## config.mk

```make
export PLATFORM = sky130hd
export DESIGN_NAME = if_stage
export DESIGN_NICKNAME = d
export VERILOG_FILES = /design/src/rtl/riscv_pkg.sv /design/src/rtl/if_fifo.sv /design/src/rtl/if_stage.sv
export SDC_FILE = /design/constraint.sdc
export NUM_CORES = 1
export LEC_CHECK = 0
export CAP_MARGIN = 5
export CELL_PAD_IN_SITES_DETAIL_PLACEMENT = 0
export CELL_PAD_IN_SITES_GLOBAL_PLACEMENT = 1
export CORE_MARGIN = 2
export CORE_UTILIZATION = 41
export DETAILED_ROUTE_END_ITERATION = 8
export HOLD_SLACK_MARGIN = 0.02
export PLACE_DENSITY = 0.82
export SETUP_SLACK_MARGIN = 0.05
export SYNTH_ARGS = -nofsm -noshare
export SYNTH_HDL_FRONTEND = slang
export SYNTH_SLANG_ARGS = --single-unit
```

## constraint.sdc

```tcl
create_clock -name clk -period 2.6 [get_ports clk]
set_clock_uncertainty 0.1 [all_clocks]
set_input_delay 0.39 -clock clk [delete_from_list [all_inputs] [get_ports clk]]
set_output_delay 0.39 -clock clk [all_outputs]
set_load 0.1 [all_outputs]
```

## src/rtl/riscv_pkg.sv

```systemverilog
// Shared RISC-V front-end definitions: default widths, reset vector,
// major opcodes and the fetch FSM state type.
package riscv_pkg;

  localparam int          XLEN_DEFAULT     = 32;
  localparam logic [31:0] RESET_PC_DEFAULT = 32'h0000_0000;

  localparam logic [6:0] OPC_RT  = 7'b0110011;
  localparam logic [6:0] OPC_LW  = 7'b0000011;
  localparam logic [6:0] OPC_SW  = 7'b0100011;
  localparam logic [6:0] OPC_BEQ = 7'b1100011;

  typedef enum logic [1:0] {
    FETCH_REQ  = 2'd0,
    FETCH_WAIT = 2'd1,
    FETCH_HOLD = 2'd2
  } fetch_state_t;

endpackage

```

## src/rtl/if_fifo.sv

```systemverilog
// Two-entry {pc, instr} buffer between fetch and decode. The head entry is
// held in registers so decode sees registered outputs.
module if_fifo
  import riscv_pkg::*;
#(
  parameter int W = XLEN_DEFAULT
) (
  input  logic         clk,
  input  logic         rst_n,
  input  logic         push,
  input  logic         pop,
  input  logic         flush,
  input  logic [W-1:0] push_pc,
  input  logic [W-1:0] push_instr,
  output logic [W-1:0] head_pc,
  output logic [W-1:0] head_instr,
  output logic [1:0]   count
);

  logic [W-1:0] tail_pc;
  logic [W-1:0] tail_instr;

  // Flush only clears occupancy; stale data is invisible once count is zero.
  always_ff @(posedge clk or negedge rst_n) begin
    if (!rst_n) begin
      count      <= 2'd0;
      head_pc    <= '0;
      head_instr <= '0;
      tail_pc    <= '0;
      tail_instr <= '0;
    end else if (flush) begin
      count <= 2'd0;
    end else begin
      case ({push, pop})
        2'b10: begin
          if (count == 2'd0) begin
            head_pc    <= push_pc;
            head_instr <= push_instr;
          end else begin
            tail_pc    <= push_pc;
            tail_instr <= push_instr;
          end
          count <= count + 2'd1;
        end
        2'b01: begin
          head_pc    <= tail_pc;
          head_instr <= tail_instr;
          count      <= count - 2'd1;
        end
        2'b11: begin
          if (count == 2'd1) begin
            head_pc    <= push_pc;
            head_instr <= push_instr;
          end else begin
            head_pc    <= tail_pc;
            head_instr <= tail_instr;
            tail_pc    <= push_pc;
            tail_instr <= push_instr;
          end
        end
        default: ;
      endcase
    end
  end

endmodule

```

## src/rtl/if_stage.sv

```systemverilog
// Instruction fetch stage: single-outstanding request FSM feeding a 2-entry
// buffer. Optional delivered-instruction counter enabled by IF_PERF_CNT_EN.
module if_stage
  import riscv_pkg::*;
#(
  parameter int             XLEN     = XLEN_DEFAULT,
  parameter logic [XLEN-1:0] RESET_PC = XLEN'(RESET_PC_DEFAULT)
) (
  input  logic            clk,
  input  logic            rst_n,
  output logic            imem_req,
  output logic [XLEN-1:0] imem_addr,
  input  logic            imem_gnt,
  input  logic            imem_rvalid,
  input  logic [XLEN-1:0] imem_rdata,
  input  logic            redirect_valid,
  input  logic [XLEN-1:0] redirect_pc,
  output logic            if_valid,
  input  logic            if_ready,
  output logic [XLEN-1:0] if_instr,
  output logic [XLEN-1:0] if_pc,
`ifdef IF_PERF_CNT_EN
  output logic [6:0]      if_opcode,
  output logic [XLEN-1:0] fetch_count
`else
  output logic [6:0]      if_opcode
`endif
);

  localparam logic [XLEN-1:0] RESET_PC_WORD = {RESET_PC[XLEN-1:2], 2'b00};

  fetch_state_t    state;
  logic [XLEN-1:0] pc;
  logic [XLEN-1:0] req_pc;
  logic            discard;
  logic [1:0]      count;
  logic [1:0]      count_next;
  logic            push;
  logic            pop;
  logic            granted;
  logic [XLEN-1:0] redirect_target;
  logic            unused_redirect_lsbs;

  assign redirect_target      = {redirect_pc[XLEN-1:2], 2'b00};
  assign unused_redirect_lsbs = ^redirect_pc[1:0];

  assign imem_addr  = pc;
  assign if_valid   = (count != 2'd0);
  assign if_opcode  = if_instr[6:0];
  assign granted    = (state == FETCH_REQ) && imem_req && imem_gnt;
  assign pop        = if_valid && if_ready && !redirect_valid;
  assign push       = (state == FETCH_WAIT) && imem_rvalid && !discard && !redirect_valid;
  assign count_next = count + {1'b0, push} - {1'b0, pop};

  // A redirect overrides everything; if a request is (or is becoming)
  // outstanding, its response must be swallowed before refetching.
  always_ff @(posedge clk or negedge rst_n) begin
    if (!rst_n) begin
      state    <= FETCH_REQ;
      pc       <= RESET_PC_WORD;
      req_pc   <= RESET_PC_WORD;
      discard  <= 1'b0;
      imem_req <= 1'b0;
    end else if (redirect_valid) begin
      pc <= redirect_target;
      if (granted || (state == FETCH_WAIT && !imem_rvalid)) begin
        state    <= FETCH_WAIT;
        discard  <= 1'b1;
        imem_req <= 1'b0;
      end else begin
        state    <= FETCH_REQ;
        discard  <= 1'b0;
        imem_req <= 1'b1;
      end
    end else begin
      case (state)
        FETCH_REQ: begin
          if (granted) begin
            req_pc   <= pc;
            pc       <= pc + XLEN'(4);
            state    <= FETCH_WAIT;
            imem_req <= 1'b0;
          end else begin
            imem_req <= 1'b1;
          end
        end
        FETCH_WAIT: begin
          if (imem_rvalid) begin
            discard <= 1'b0;
            if (count_next == 2'd2) begin
              state    <= FETCH_HOLD;
              imem_req <= 1'b0;
            end else begin
              state    <= FETCH_REQ;
              imem_req <= 1'b1;
            end
          end
        end
        FETCH_HOLD: begin
          if (count_next != 2'd2) begin
            state    <= FETCH_REQ;
            imem_req <= 1'b1;
          end
        end
        default: begin
          state    <= FETCH_REQ;
          imem_req <= 1'b0;
        end
      endcase
    end
  end

  if_fifo #(.W(XLEN)) u_fifo (
    .clk        (clk),
    .rst_n      (rst_n),
    .push       (push),
    .pop        (pop),
    .flush      (redirect_valid),
    .push_pc    (req_pc),
    .push_instr (imem_rdata),
    .head_pc    (if_pc),
    .head_instr (if_instr),
    .count      (count)
  );

`ifdef IF_PERF_CNT_EN
  // Counts instructions actually handed to decode, across redirects.
  always_ff @(posedge clk or negedge rst_n) begin
    if (!rst_n) begin
      fetch_count <= '0;
    end else if (pop) begin
      fetch_count <= fetch_count + XLEN'(1);
    end
  end
`endif

endmodule

```

==> out/metrics.cfg <==
[setup_path]
critPathTopFamily=buffers and inverters
critical-path-slowest-cell=sky130_fd_sc_hd__dfrtp_1
worstPathMaxFanout=30
timing.critical_path.mode_cell=sky130_fd_sc_hd__inv_1
worst_ep_arrival_time_ps=2480
timing.critical_path.buf_inv=4
cp_cell_sequence=inv_1 > ha_1 > inv_1 > o41ai_2 > buf_4 > buf_12 > mux2i_1 > o21ai_0
crit_path_max_incr_delay_ps=430
critical_path.endpoint_type=flip-flop
critical_path.startpoint_type=flip-flop
worstSetupPathType=reg2reg
critPathRequiredTime_ps=2790

[route]
detail-route-antenna-nets=0
detail_route.wl_per_cell_um=16.61
routed-via-count=6153
starting_drt_drc_count=241
post_drt_via_cell_ratio=5.171
routed_wirelength_um=19770
drt_pass1_iterations=4
drt_drc_violations_left=0

[global_route]
global_route_wire_length_before_repair_um=32850
met2_usage_pct=28.68
gr-usage-all-layers_pct=18.76
antenna_violations_before_repair=0
global_route.overflow_total=0
gr-usage-met3_pct=4.110
grt-busiest-layer=met2
globalRouteMet1Util_pct=27.18
grt_max_degree=53
grt_pass1_vias=6231

[final_layout]
fill_cells=1789
multiInputGateArea_um2=3522
sequential_cell_area_um2=4797
area.growth.synth_to_final_pct=30.23
ratio_of_cells_with_drive_above_1_in_the_final_layout_pct=30.87
diodes=0
design.final.nets=982

[timing]
max_freq_mhz=436.0
setup-tns-final_ps=0
max-slew-margin-rel_pct=64.74
post-route-period-util_pct=88.21
setup-violations-final=0
tightestPinTransition_ps=528.9
drv_slew=0
unrepaired_setup_endpoints_after_global_routing=false
hold_viol=0
min_period_ps=2293

[flow_run]
reported_max_cap_violation_count=0

[synthesis]
synth_seq_area_share_pct=55.77
yosys_warnings=0
number_of_different_library_cells_in_the_post_synthesis_netlist=45
syn-mean-instance-area_um2=11.63
syn_area_um2=8571
count_of_state_elements_after_synthesis=191
synth-edff-count=0
postSynthCellCount=737
synthFlopType=sky130_fd_sc_hd__dfrtp_1
async_flop_share_pct=100.0

[placement]
io_buffers=170
dp_hpwl_um=13960
gp_congestion=0.7740

[floorplanning]
die-area_um2=22080
die_w_um=148.6
starting_utilization_of_the_core_area_pct=42.09
rows=52
floorplan.die.height_um=148.6
placeable_area_um2=20360
floorplan.io_pins=175

[clock_tree]
cts.sink_count=191
clk_pin_slew_worst_paths_ps=70
clock_latency_ps=420
htreeDepth=4
clockRootBuffer=sky130_fd_sc_hd__clkbuf_16
cts_tree=done
numCtsBuffers=17
clockBufferDepth=2

[power]
switching_power_w=0.007192
p_per_area_nw_per_um2=1323
power.share.sequential_pct=32.8
comb_power_share_pct=49.1
sw_frac_of_total_pct=48.70
power_frac_clock_pct=18.1
worst_ir_drop_vdd_mv=0.7440
total_power_w=0.01477
internal_power_w=0.007576
cellLeakagePower_nw=5.320

[run_status]
outcome=completed

[hold_path]
timing.hold.worst.class=in2async

cell usage after synthesis (3+ instances only):
library cell,n,area share [%]
sky130_fd_sc_hd__nand3_1,9,0.53
sky130_fd_sc_hd__o21ai_0,77,4.5
sky130_fd_sc_hd__xor2_1,4,0.41
sky130_fd_sc_hd__and3_1,6,0.44
sky130_fd_sc_hd__dfrtp_1,191,56
sky130_fd_sc_hd__a31oi_1,17,1.2
sky130_fd_sc_hd__nor4_1,5,0.36
sky130_fd_sc_hd__xnor2_1,10,1.0
sky130_fd_sc_hd__buf_1,4,0.18
sky130_fd_sc_hd__mux2_2,92,12
sky130_fd_sc_hd__nand2_1,89,3.9
sky130_fd_sc_hd__nor2_1,26,1.1
sky130_fd_sc_hd__o211ai_1,3,0.26
sky130_fd_sc_hd__buf_4,10,0.88
sky130_fd_sc_hd__inv_1,12,0.53
sky130_fd_sc_hd__nand4_1,11,0.80
sky130_fd_sc_hd__ha_1,5,0.73
sky130_fd_sc_hd__or3_1,4,0.29
sky130_fd_sc_hd__clkbuf_1,26,1.1
sky130_fd_sc_hd__or4_1,17,1.5
sky130_fd_sc_hd__o31ai_1,16,1.4
sky130_fd_sc_hd__buf_2,13,0.76
sky130_fd_sc_hd__mux2i_1,62,7.2
power groups by stage:
stage	clock network [W]	registers (W)	logic (W)
floorplan	0	0.00820	0.00222
global placement	0	0.00484	0.00722
detailed placement	0	0.00490	0.00730
CTS	0.00275	0.00484	0.00731
global route	0.00289	0.00500	0.00763
finish	0.00268	0.00484	0.00725
area by class of cell:
cell class | instances | area share, %
multi-input combinational | 481 | 31.55
clock buffer | 19 | 3.968
inverter | 12 | 0.4035
timing repair buffer | 204 | 16.62
clock inverter | 13 | 1.446
sequential | 191 | 42.98
tap | 270 | 3.027
registers in the layout, summed over array words and instances (netlist names):
register	cells
discard	1
imem_addr	30
imem_req	1
req_pc	30
state	2
u_fifo.count	2
u_fifo.head_instr	32
u_fifo.head_pc	31
u_fifo.tail_instr	32
u_fifo.tail_pc	30
worst paths after layout:
path	slack, ps	startpoint	endpoint	cells past startpoint
worst max-delay path	310	u_fifo.count[1]	u_fifo.head_instr[11]	8
worst min-delay path	370	rst_n	u_fifo.head_instr[6]	2
worst max register to register	310	u_fifo.count[1]	u_fifo.head_instr[11]	8
worst min register to register	380	u_fifo.head_instr[26]	u_fifo.head_instr[26]	2
max in group asynchronous	1340	rst_n	req_pc[3]	3
min in group clk	380	u_fifo.head_instr[26]	u_fifo.head_instr[26]	2
metrics by stage:
| stage | hold slack, ps | std cells | setup WS (ps) | util, % | instance area, um^2 |
|---|---|---|---|---|---|
| finish | 370.7 | 1190 | 306.6 | 54.81 | 11160 |
| global route | 399.4 | 1190 | 99.87 | 54.81 | 11160 |
| CTS | 387.2 | 1190 | 293.5 | 54.81 | 11160 |
| detailed placement | 275.1 | 1157 | 71.02 | 51.79 | 10550 |
| global placement | 273.7 | 1157 | 122.0 | 51.79 | 10550 |
| floorplan | -5.591 | 738 | 45.02 | - | 8592 |
cell usage in the layout (no fill, tap or decap), types with 4 or more instances in the layout:
| cell type | instances |
|---|---|
| sky130_fd_sc_hd__xor2_1 | 4 |
| sky130_fd_sc_hd__clkbuf_16 | 17 |
| sky130_fd_sc_hd__ha_1 | 5 |
| sky130_fd_sc_hd__or3_1 | 4 |
| sky130_fd_sc_hd__nand4_1 | 11 |
| sky130_fd_sc_hd__or4_1 | 17 |
| sky130_fd_sc_hd__nand2_1 | 89 |
| sky130_fd_sc_hd__xnor2_1 | 10 |
| sky130_fd_sc_hd__dfrtp_1 | 177 |
| sky130_fd_sc_hd__nand3_1 | 9 |
| sky130_fd_sc_hd__mux2_2 | 92 |
| sky130_fd_sc_hd__and3_1 | 6 |
| sky130_fd_sc_hd__nor4_1 | 5 |
| sky130_fd_sc_hd__mux2i_1 | 62 |
| sky130_fd_sc_hd__o21ai_0 | 77 |
| sky130_fd_sc_hd__inv_1 | 12 |
| sky130_fd_sc_hd__buf_12 | 12 |
| sky130_fd_sc_hd__clkdlybuf4s50_1 | 66 |
| sky130_fd_sc_hd__a31oi_1 | 16 |
| sky130_fd_sc_hd__nor2_1 | 25 |
| sky130_fd_sc_hd__dfrtp_2 | 14 |
| sky130_fd_sc_hd__buf_4 | 124 |
| sky130_fd_sc_hd__clkinv_2 | 4 |
| sky130_fd_sc_hd__o31ai_1 | 16 |
per-layer routing:
| metal | vias up | routed length, um |
|---|---|---|
| met1 | 3005 | 9546 |
| met5 | - | 0 |
| li1 | 2959 | - |
| met3 | 21 | 1170 |
| met2 | 168 | 8786 |
| met4 | 0 | 263 |
logic make-up (layout without fill, tap and decap cells):
| family | after synthesis | after routing | share of synthesized area [%] |
|---|---|---|---|
| compound gates | 121 | 121 | 8.292 |
| xor+xnor | 14 | 14 | 1.431 |
| fa+ha+maj | 6 | 6 | 0.8467 |
| buf+inv | 66 | 248 | 3.606 |
| flops | 191 | 191 | 55.77 |
| mux | 154 | 154 | 19.33 |
| other cells | 1 | 2 | 0.04375 |
| simple gates | 184 | 184 | 10.69 |
timing repair:
item,in CTS,in global routing
endpoints found under the hold margin,46,0
setup buffers,0,0
hold buffers,1,0
resized for setup,0,0
(Power assumes the default switching activity.)
